**src/rtl/ahb_pkg.sv**
```systemverilog
// Shared AHB definitions for the multi-master switch: HTRANS codes,
// arbiter state encoding and index sizing.
package ahb_pkg;

    localparam int unsigned MAX_MASTERS = 16;
    localparam int unsigned IDX_W       = 4;

    typedef enum logic [1:0] {
        HTRANS_IDLE   = 2'b00,
        HTRANS_BUSY   = 2'b01,
        HTRANS_NONSEQ = 2'b10,
        HTRANS_SEQ    = 2'b11
    } htrans_e;

    typedef enum logic [1:0] {
        ARB_IDLE,
        ARB_OWNED,
        ARB_LOCKED
    } arb_state_e;

    // A transfer boundary: the owner is not inside a SEQ/BUSY burst.
    function automatic logic is_rearb_trans(input logic [1:0] t);
        return (t == HTRANS_IDLE) || (t == HTRANS_NONSEQ);
    endfunction

endpackage

```
**src/rtl/rr_pick.sv**
```systemverilog
// Rotating-priority encoder: first requester after last_idx, wrapping,
// optionally skipping one index.
module rr_pick
    import ahb_pkg::*;
#(
    parameter int unsigned MASTERS = 3
) (
    input  logic [MASTERS-1:0] req,
    input  logic [IDX_W-1:0]   last_idx,
    input  logic               excl_en,
    input  logic [IDX_W-1:0]   excl_idx,
    output logic [MASTERS-1:0] win,
    output logic [IDX_W-1:0]   win_idx,
    output logic               found
);

    // Pass 0 scans indices above last_idx, pass 1 wraps to 0..last_idx;
    // this ordering is the round-robin order without any modulo arithmetic.
    always_comb begin
        win     = '0;
        win_idx = '0;
        found   = 1'b0;
        for (int unsigned p = 0; p < 2; p++) begin
            for (int unsigned j = 0; j < MASTERS; j++) begin
                if (!found && req[j]
                    && ((p == 0) ? (IDX_W'(j) > last_idx) : (IDX_W'(j) <= last_idx))
                    && !(excl_en && (IDX_W'(j) == excl_idx))) begin
                    win[j]  = 1'b1;
                    win_idx = IDX_W'(j);
                    found   = 1'b1;
                end
            end
        end
    end

endmodule

```
**src/rtl/ahb_rr_arbiter.sv**
```systemverilog
// Per-slave round-robin arbiter: owns the address-phase grant, holds it
// across bursts and locked sequences, and tracks the data-phase owner.
module ahb_rr_arbiter
    import ahb_pkg::*;
#(
    parameter int unsigned MASTERS  = 3,
    parameter int unsigned MAX_HOLD = 8
) (
    input  logic                   HCLOCK,
    input  logic                   HRESETn,
    input  logic [MASTERS-1:0]     REQ,
    input  logic [MASTERS-1:0]     LOCK,
    input  logic [2*MASTERS-1:0]   TRANS,
    input  logic                   S_READY,
    output logic [MASTERS-1:0]     GRANT,
    output logic                   GRANT_VALID,
    output logic [IDX_W-1:0]       GRANT_IDX,
    output logic [IDX_W-1:0]       DATA_IDX,
    output logic                   DATA_VALID
);

    localparam int unsigned         HOLD_W   = (MAX_HOLD < 1) ? 1 : $clog2(MAX_HOLD + 1);
    localparam logic [HOLD_W-1:0]   HOLD_MAX = HOLD_W'(MAX_HOLD);

    arb_state_e           state_q, state_d;
    logic [MASTERS-1:0]   grant_q, grant_d;
    logic                 grant_valid_q, grant_valid_d;
    logic [IDX_W-1:0]     grant_idx_q, grant_idx_d;
    logic [IDX_W-1:0]     last_q, last_d;
    logic [HOLD_W-1:0]    hold_q, hold_d;
    logic [IDX_W-1:0]     data_idx_q, data_idx_d;
    logic                 data_valid_q, data_valid_d;

    logic [MASTERS-1:0]   pick_win;
    logic [IDX_W-1:0]     pick_idx;
    logic                 pick_found;
    logic                 pick_excl_en;

    assign pick_excl_en = (state_q != ARB_IDLE);

    rr_pick #(.MASTERS(MASTERS)) u_pick (
        .req      (REQ),
        .last_idx (last_q),
        .excl_en  (pick_excl_en),
        .excl_idx (grant_idx_q),
        .win      (pick_win),
        .win_idx  (pick_idx),
        .found    (pick_found)
    );

    // Next-state, grant, hold counter and data-phase tracking.
    always_comb begin
        logic [1:0]        trans_o;
        logic              lock_o;
        logic              req_o;
        logic              others;
        logic              rearb;
        logic              keep;
        logic [HOLD_W-1:0] hold_inc;

        state_d       = state_q;
        grant_d       = grant_q;
        grant_valid_d = grant_valid_q;
        grant_idx_d   = grant_idx_q;
        last_d        = last_q;
        hold_d        = hold_q;
        data_idx_d    = data_idx_q;
        data_valid_d  = data_valid_q;

        trans_o = '0;
        lock_o  = 1'b0;
        req_o   = 1'b0;
        for (int unsigned m = 0; m < MASTERS; m++) begin
            if (grant_valid_q && (grant_idx_q == IDX_W'(m))) begin
                trans_o = TRANS[2*m +: 2];
                lock_o  = LOCK[m];
                req_o   = REQ[m];
            end
        end

        others   = |(REQ & ~grant_q);
        rearb    = S_READY && is_rearb_trans(trans_o) && !lock_o;
        hold_inc = (hold_q < HOLD_MAX) ? hold_q + 1'b1 : hold_q;
        keep     = (trans_o == HTRANS_NONSEQ) && req_o
                   && (!others || (MAX_HOLD == 0) || (hold_q < HOLD_MAX));

        unique case (state_q)
            ARB_IDLE: begin
                if (pick_found) begin
                    grant_d       = pick_win;
                    grant_valid_d = 1'b1;
                    grant_idx_d   = pick_idx;
                    last_d        = pick_idx;
                    hold_d        = '0;
                    state_d       = |(LOCK & pick_win) ? ARB_LOCKED : ARB_OWNED;
                end
            end
            ARB_OWNED, ARB_LOCKED: begin
                if (lock_o) begin
                    state_d = ARB_LOCKED;
                    if (S_READY && (trans_o == HTRANS_NONSEQ)) begin
                        hold_d = hold_inc;
                    end
                end else if (!rearb) begin
                    state_d = ARB_OWNED;
                end else if (keep) begin
                    state_d = ARB_OWNED;
                    hold_d  = hold_inc;
                end else if (pick_found) begin
                    grant_d       = pick_win;
                    grant_valid_d = 1'b1;
                    grant_idx_d   = pick_idx;
                    last_d        = pick_idx;
                    hold_d        = '0;
                    state_d       = |(LOCK & pick_win) ? ARB_LOCKED : ARB_OWNED;
                end else if (req_o) begin
                    // Sole requester: re-grant in place with a fresh hold window.
                    state_d = ARB_OWNED;
                    hold_d  = '0;
                end else begin
                    state_d       = ARB_IDLE;
                    grant_d       = '0;
                    grant_valid_d = 1'b0;
                    grant_idx_d   = '0;
                    hold_d        = '0;
                end
            end
            default: state_d = ARB_IDLE;
        endcase

        if (S_READY) begin
            if (grant_valid_q && trans_o[1]) begin
                data_idx_d   = grant_idx_q;
                data_valid_d = 1'b1;
            end else begin
                data_valid_d = 1'b0;
            end
        end
    end

    // State and output registers, cleared asynchronously.
    always_ff @(posedge HCLOCK or negedge HRESETn) begin
        if (!HRESETn) begin
            state_q       <= ARB_IDLE;
            grant_q       <= '0;
            grant_valid_q <= 1'b0;
            grant_idx_q   <= '0;
            last_q        <= IDX_W'(MASTERS - 1);
            hold_q        <= '0;
            data_idx_q    <= '0;
            data_valid_q  <= 1'b0;
        end else begin
            state_q       <= state_d;
            grant_q       <= grant_d;
            grant_valid_q <= grant_valid_d;
            grant_idx_q   <= grant_idx_d;
            last_q        <= last_d;
            hold_q        <= hold_d;
            data_idx_q    <= data_idx_d;
            data_valid_q  <= data_valid_d;
        end
    end

    assign GRANT       = grant_q;
    assign GRANT_VALID = grant_valid_q;
    assign GRANT_IDX   = grant_idx_q;
    assign DATA_IDX    = data_idx_q;
    assign DATA_VALID  = data_valid_q;

endmodule

```
**config.mk**
```make
export PLATFORM = sky130hd
export DESIGN_NAME = ahb_rr_arbiter
export DESIGN_NICKNAME = d
export VERILOG_FILES = /design/src/rtl/ahb_pkg.sv /design/src/rtl/rr_pick.sv /design/src/rtl/ahb_rr_arbiter.sv
export SDC_FILE = /design/constraint.sdc
export NUM_CORES = 1
export LEC_CHECK = 0
export ABC_CLOCK_PERIOD_IN_PS = 1900
export CAP_MARGIN = 20
export CORE_ASPECT_RATIO = 2
export CORE_MARGIN = 10
export CORE_UTILIZATION = 45
export CTS_CLUSTER_DIAMETER = 120
export CTS_CLUSTER_SIZE = 30
export DETAILED_ROUTE_END_ITERATION = 12
export DONT_BUFFER_PORTS = 1
export HOLD_SLACK_MARGIN = 0.03
export PLACE_DENSITY = 0.68
export RECOVER_POWER = 25
export SYNTH_ARGS = -nofsm -noshare
export SYNTH_HDL_FRONTEND = slang
export SYNTH_SLANG_ARGS = --single-unit
```
**constraint.sdc**
```tcl
create_clock -name HCLOCK -period 1.9 [get_ports HCLOCK]
set_input_delay 0.19 -clock HCLOCK [delete_from_list [all_inputs] [get_ports HCLOCK]]
set_output_delay 0.19 -clock HCLOCK [all_outputs]
set_load 0.03 [all_outputs]
```
==> metrics.txt <==
via count=1288; CTS tree=done; worst min path class=in -> reg; Die Ht=97.5 um; Fill cells=250; DRT iter0 DRCs=32; Max Cap Viol=0; port bufs=0; R2R depth=7; Boundary Pins=28; synthesized area=1350 um2; Worst Tran Pin Value=0.802 ns; Final Hold Fails=0; antenna cells=0; Worst EP arrival=2.17 ns; vias in the first global route=1386; clock-pin slew on the worst setup and hold paths=0.07 ns; crit path time final=2.02 ns; sequential area share after synthesis=31.6%; Final Wtd Congestion=0.879; Final Max Slew Viols=0; Skew-Pair Late Insertion Delay=0.26 ns; CTS sink cnt=17; Clock Path Buffers=2; Post-synth EDFFs=0; fin util=61.7%; layout cells sized above 1=44.4%; Die Wd=58.7 um; HPWL Detailed=2950 um; Highest Clock Rate=495 MHz; Yosys warning count=0; largest net degree at the start of global routing=18; Worst R2R Start=GRANT_IDX[0]; post-synthesis xor/xnor area fraction=0%; run status=finished with violations; post-layout net count=190; Worst Path Max Fanout=6; vias per cell=6.41; Root Driver=clkbuf_8; Final period util=106%; largest family of logic cells by synthesized area=compound AO/OA/AOI/OAI gates; CP startpoint=GRANT_IDX[0]; worst slack, placed=-0.141 ns; flops & latches, synth=17; Layout Area Growth over Synthesis=33.0%; post-synthesis mux area share=9.45%; Synth Area in Compound Gates=31.0%; Synth Area in Adders=2.78%; hold depth=1; RSZ-0062 raised after global routing=true; RR Endpoint=last_q[0]; clk_skew=0.00145 ns; setup slack, reg-to-reg=-0.12 ns; static leakage=0.756 nW; CTS buffer count=3; Worst slew margin=46.4%; total grt overflow=0; Synth Instances=136; Min-Delay Endpoint=DATA_VALID; PwrDens=1920 nW/um2; DRC viols=0; ys flop type=dfrtp_1; startpoint types=flop; GR Util All Layers=14.6%; endpoint class of the critical path=flop; Final setup viols=9; initial antenna violation count=0; simple-gate share of the synthesized area=15.8%; H-tree Lvls=1; die area=5720 um2; syn_area_per_cell=9.93 um2; area of the multi-input gates=955 um2; Crit Path Category=reg -> reg; Peak supply drop=1.37 mV; failing checks=setup timing; flip-flop and latch area=429 um2; final WL=4350 um; first-pass GRT wire length=6580 um; final setup margin=-0.119 ns; Starting Density=46.4%; hold slack=0.0350 ns; core area=2910 um2; routed len/inst=21.6 um; count of cell types in the netlist=57; CP required=2.05 ns; DRT Pass-1 Iters=4; row count=28; ys async rst share=100%; hold_sp=S_READY; Routed Antenna Nets=0
## critical path: stages, from the launching register on
cell      delay, ns
dfrtp_2        0.37
buf_6          0.16
mux2i_4        0.32
o311ai_4       0.14
a21oi_2        0.22
o211ai_4       0.14
a21oi_4        0.24
mux2_4         0.32
## how the worst max path moves through the flow
| stage | endpoint | slack (ns) |
|---|---|---|
| floorplan | GRANT[0] | -0.05 |
| global placement | state_q[1] | -0.06 |
| detailed placement | last_q[0] | -0.14 |
| CTS | GRANT[0] | -0.02 |
| global route | last_q[0] | -0.19 |
| finish | last_q[0] | -0.12 |
## cell type report
| type | count | area share, % |
|---|---|---|
| Clock buffer | 3 | 2.30 |
| Sequential cell | 17 | 23.9 |
| Clock inverter | 1 | 0.418 |
| Inverter | 11 | 2.30 |
| Multi-Input combinational cell | 101 | 53.2 |
| Tap cell | 30 | 2.09 |
| Timing Repair Buffer | 38 | 15.8 |
## logic make-up after synthesis
family	Yosys count
muxes	11
DFF	17
buffers and inverters	21
other	1
adders and majority gates	3
and+or+nand+nor	33
AOI/OAI and AO/OA	50
## cell usage in the layout (no fill, tap or decap), drive strengths merged, types with 2 or more instances in the layout
cell and instances:
a211oi 2, a21oi 8, a22o 4, a31oi 4, and2 2, buf 34, clkbuf 6, conb 4
dfrtp 16, ha 3, inv 11, mux2 5, mux2i 6, nand2 5, nand2b 2, nand3b 4
nand4b 2, nor2 6, nor2b 3, nor3b 3, nor4b 2, o2111ai 2, o21ai 12, o22a 2
o31ai 4
## cells in the mapped netlist (all sizes together) (2+ instances only)
cell | n | share of area (%)
nor4b | 2 | 1.8
a22o | 4 | 2.6
clkbuf | 2 | 0.56
nor2 | 6 | 1.7
nand3b | 4 | 2.2
o22a | 2 | 1.9
a21oi | 8 | 4.1
mux2 | 5 | 5.0
dfrtp | 16 | 30
o2111ai | 2 | 1.8
and2 | 2 | 0.93
a211oi | 2 | 1.5
nor3b | 3 | 2.4
o21ai | 12 | 5.0
o31ai | 4 | 4.0
mux2i | 6 | 4.4
inv | 11 | 3.1
nand4b | 2 | 1.3
nand2b | 2 | 0.93
ha | 3 | 2.8
a31oi | 4 | 1.9
nand2 | 5 | 1.4
buf | 8 | 5.4
nor2b | 3 | 1.4
## stage by stage
step	TNS [ns]	instances	cell area, um2	power, W
6_report	-0.517	201	1800	0.00345
5_1_grt	-1.49	201	1800	0.00365
4_1_cts	-0.0381	197	1710	0.00320
3_5_place_dp	-0.697	183	1510	0.00265
3_3_place_gp	-0.149	183	1510	0.00259
2_1_floorplan	-0.0725	139	1380	0.00212
## what timing repair did
action	in CTS	in global routing
hold endpoints to repair	17	0
endpoints found under the setup margin	12	14
resized for setup	16	10
pin swaps	6	10
setup buffers	9	4
hold buffers	1	0
## registers in the layout, summed over array words and instances, names as in the netlist
register	count
hold_q	4
GRANT	3
DATA_IDX	2
GRANT_IDX	2
last_q	2
state_q	2
DATA_VALID	1
GRANT_VALID	1
## per-layer routing
metal | part of all wire [%] | GRT usage (%)
met4 | 3.8 | 7.64
met1 | 31 | 11.8
met2 | 60 | 28.7
met3 | 4.8 | 3.40
met5 | 0 | 0
## report_power, final
part / internal (W) / total (W) / switching, W
sequential: 0.000515 / 0.000720 / 0.000205
clock: 0.000148 / 0.000286 / 0.000138
combinational: 0.00115 / 0.00244 / 0.00129
Note: power is estimated with default switching activity, not from simulation.
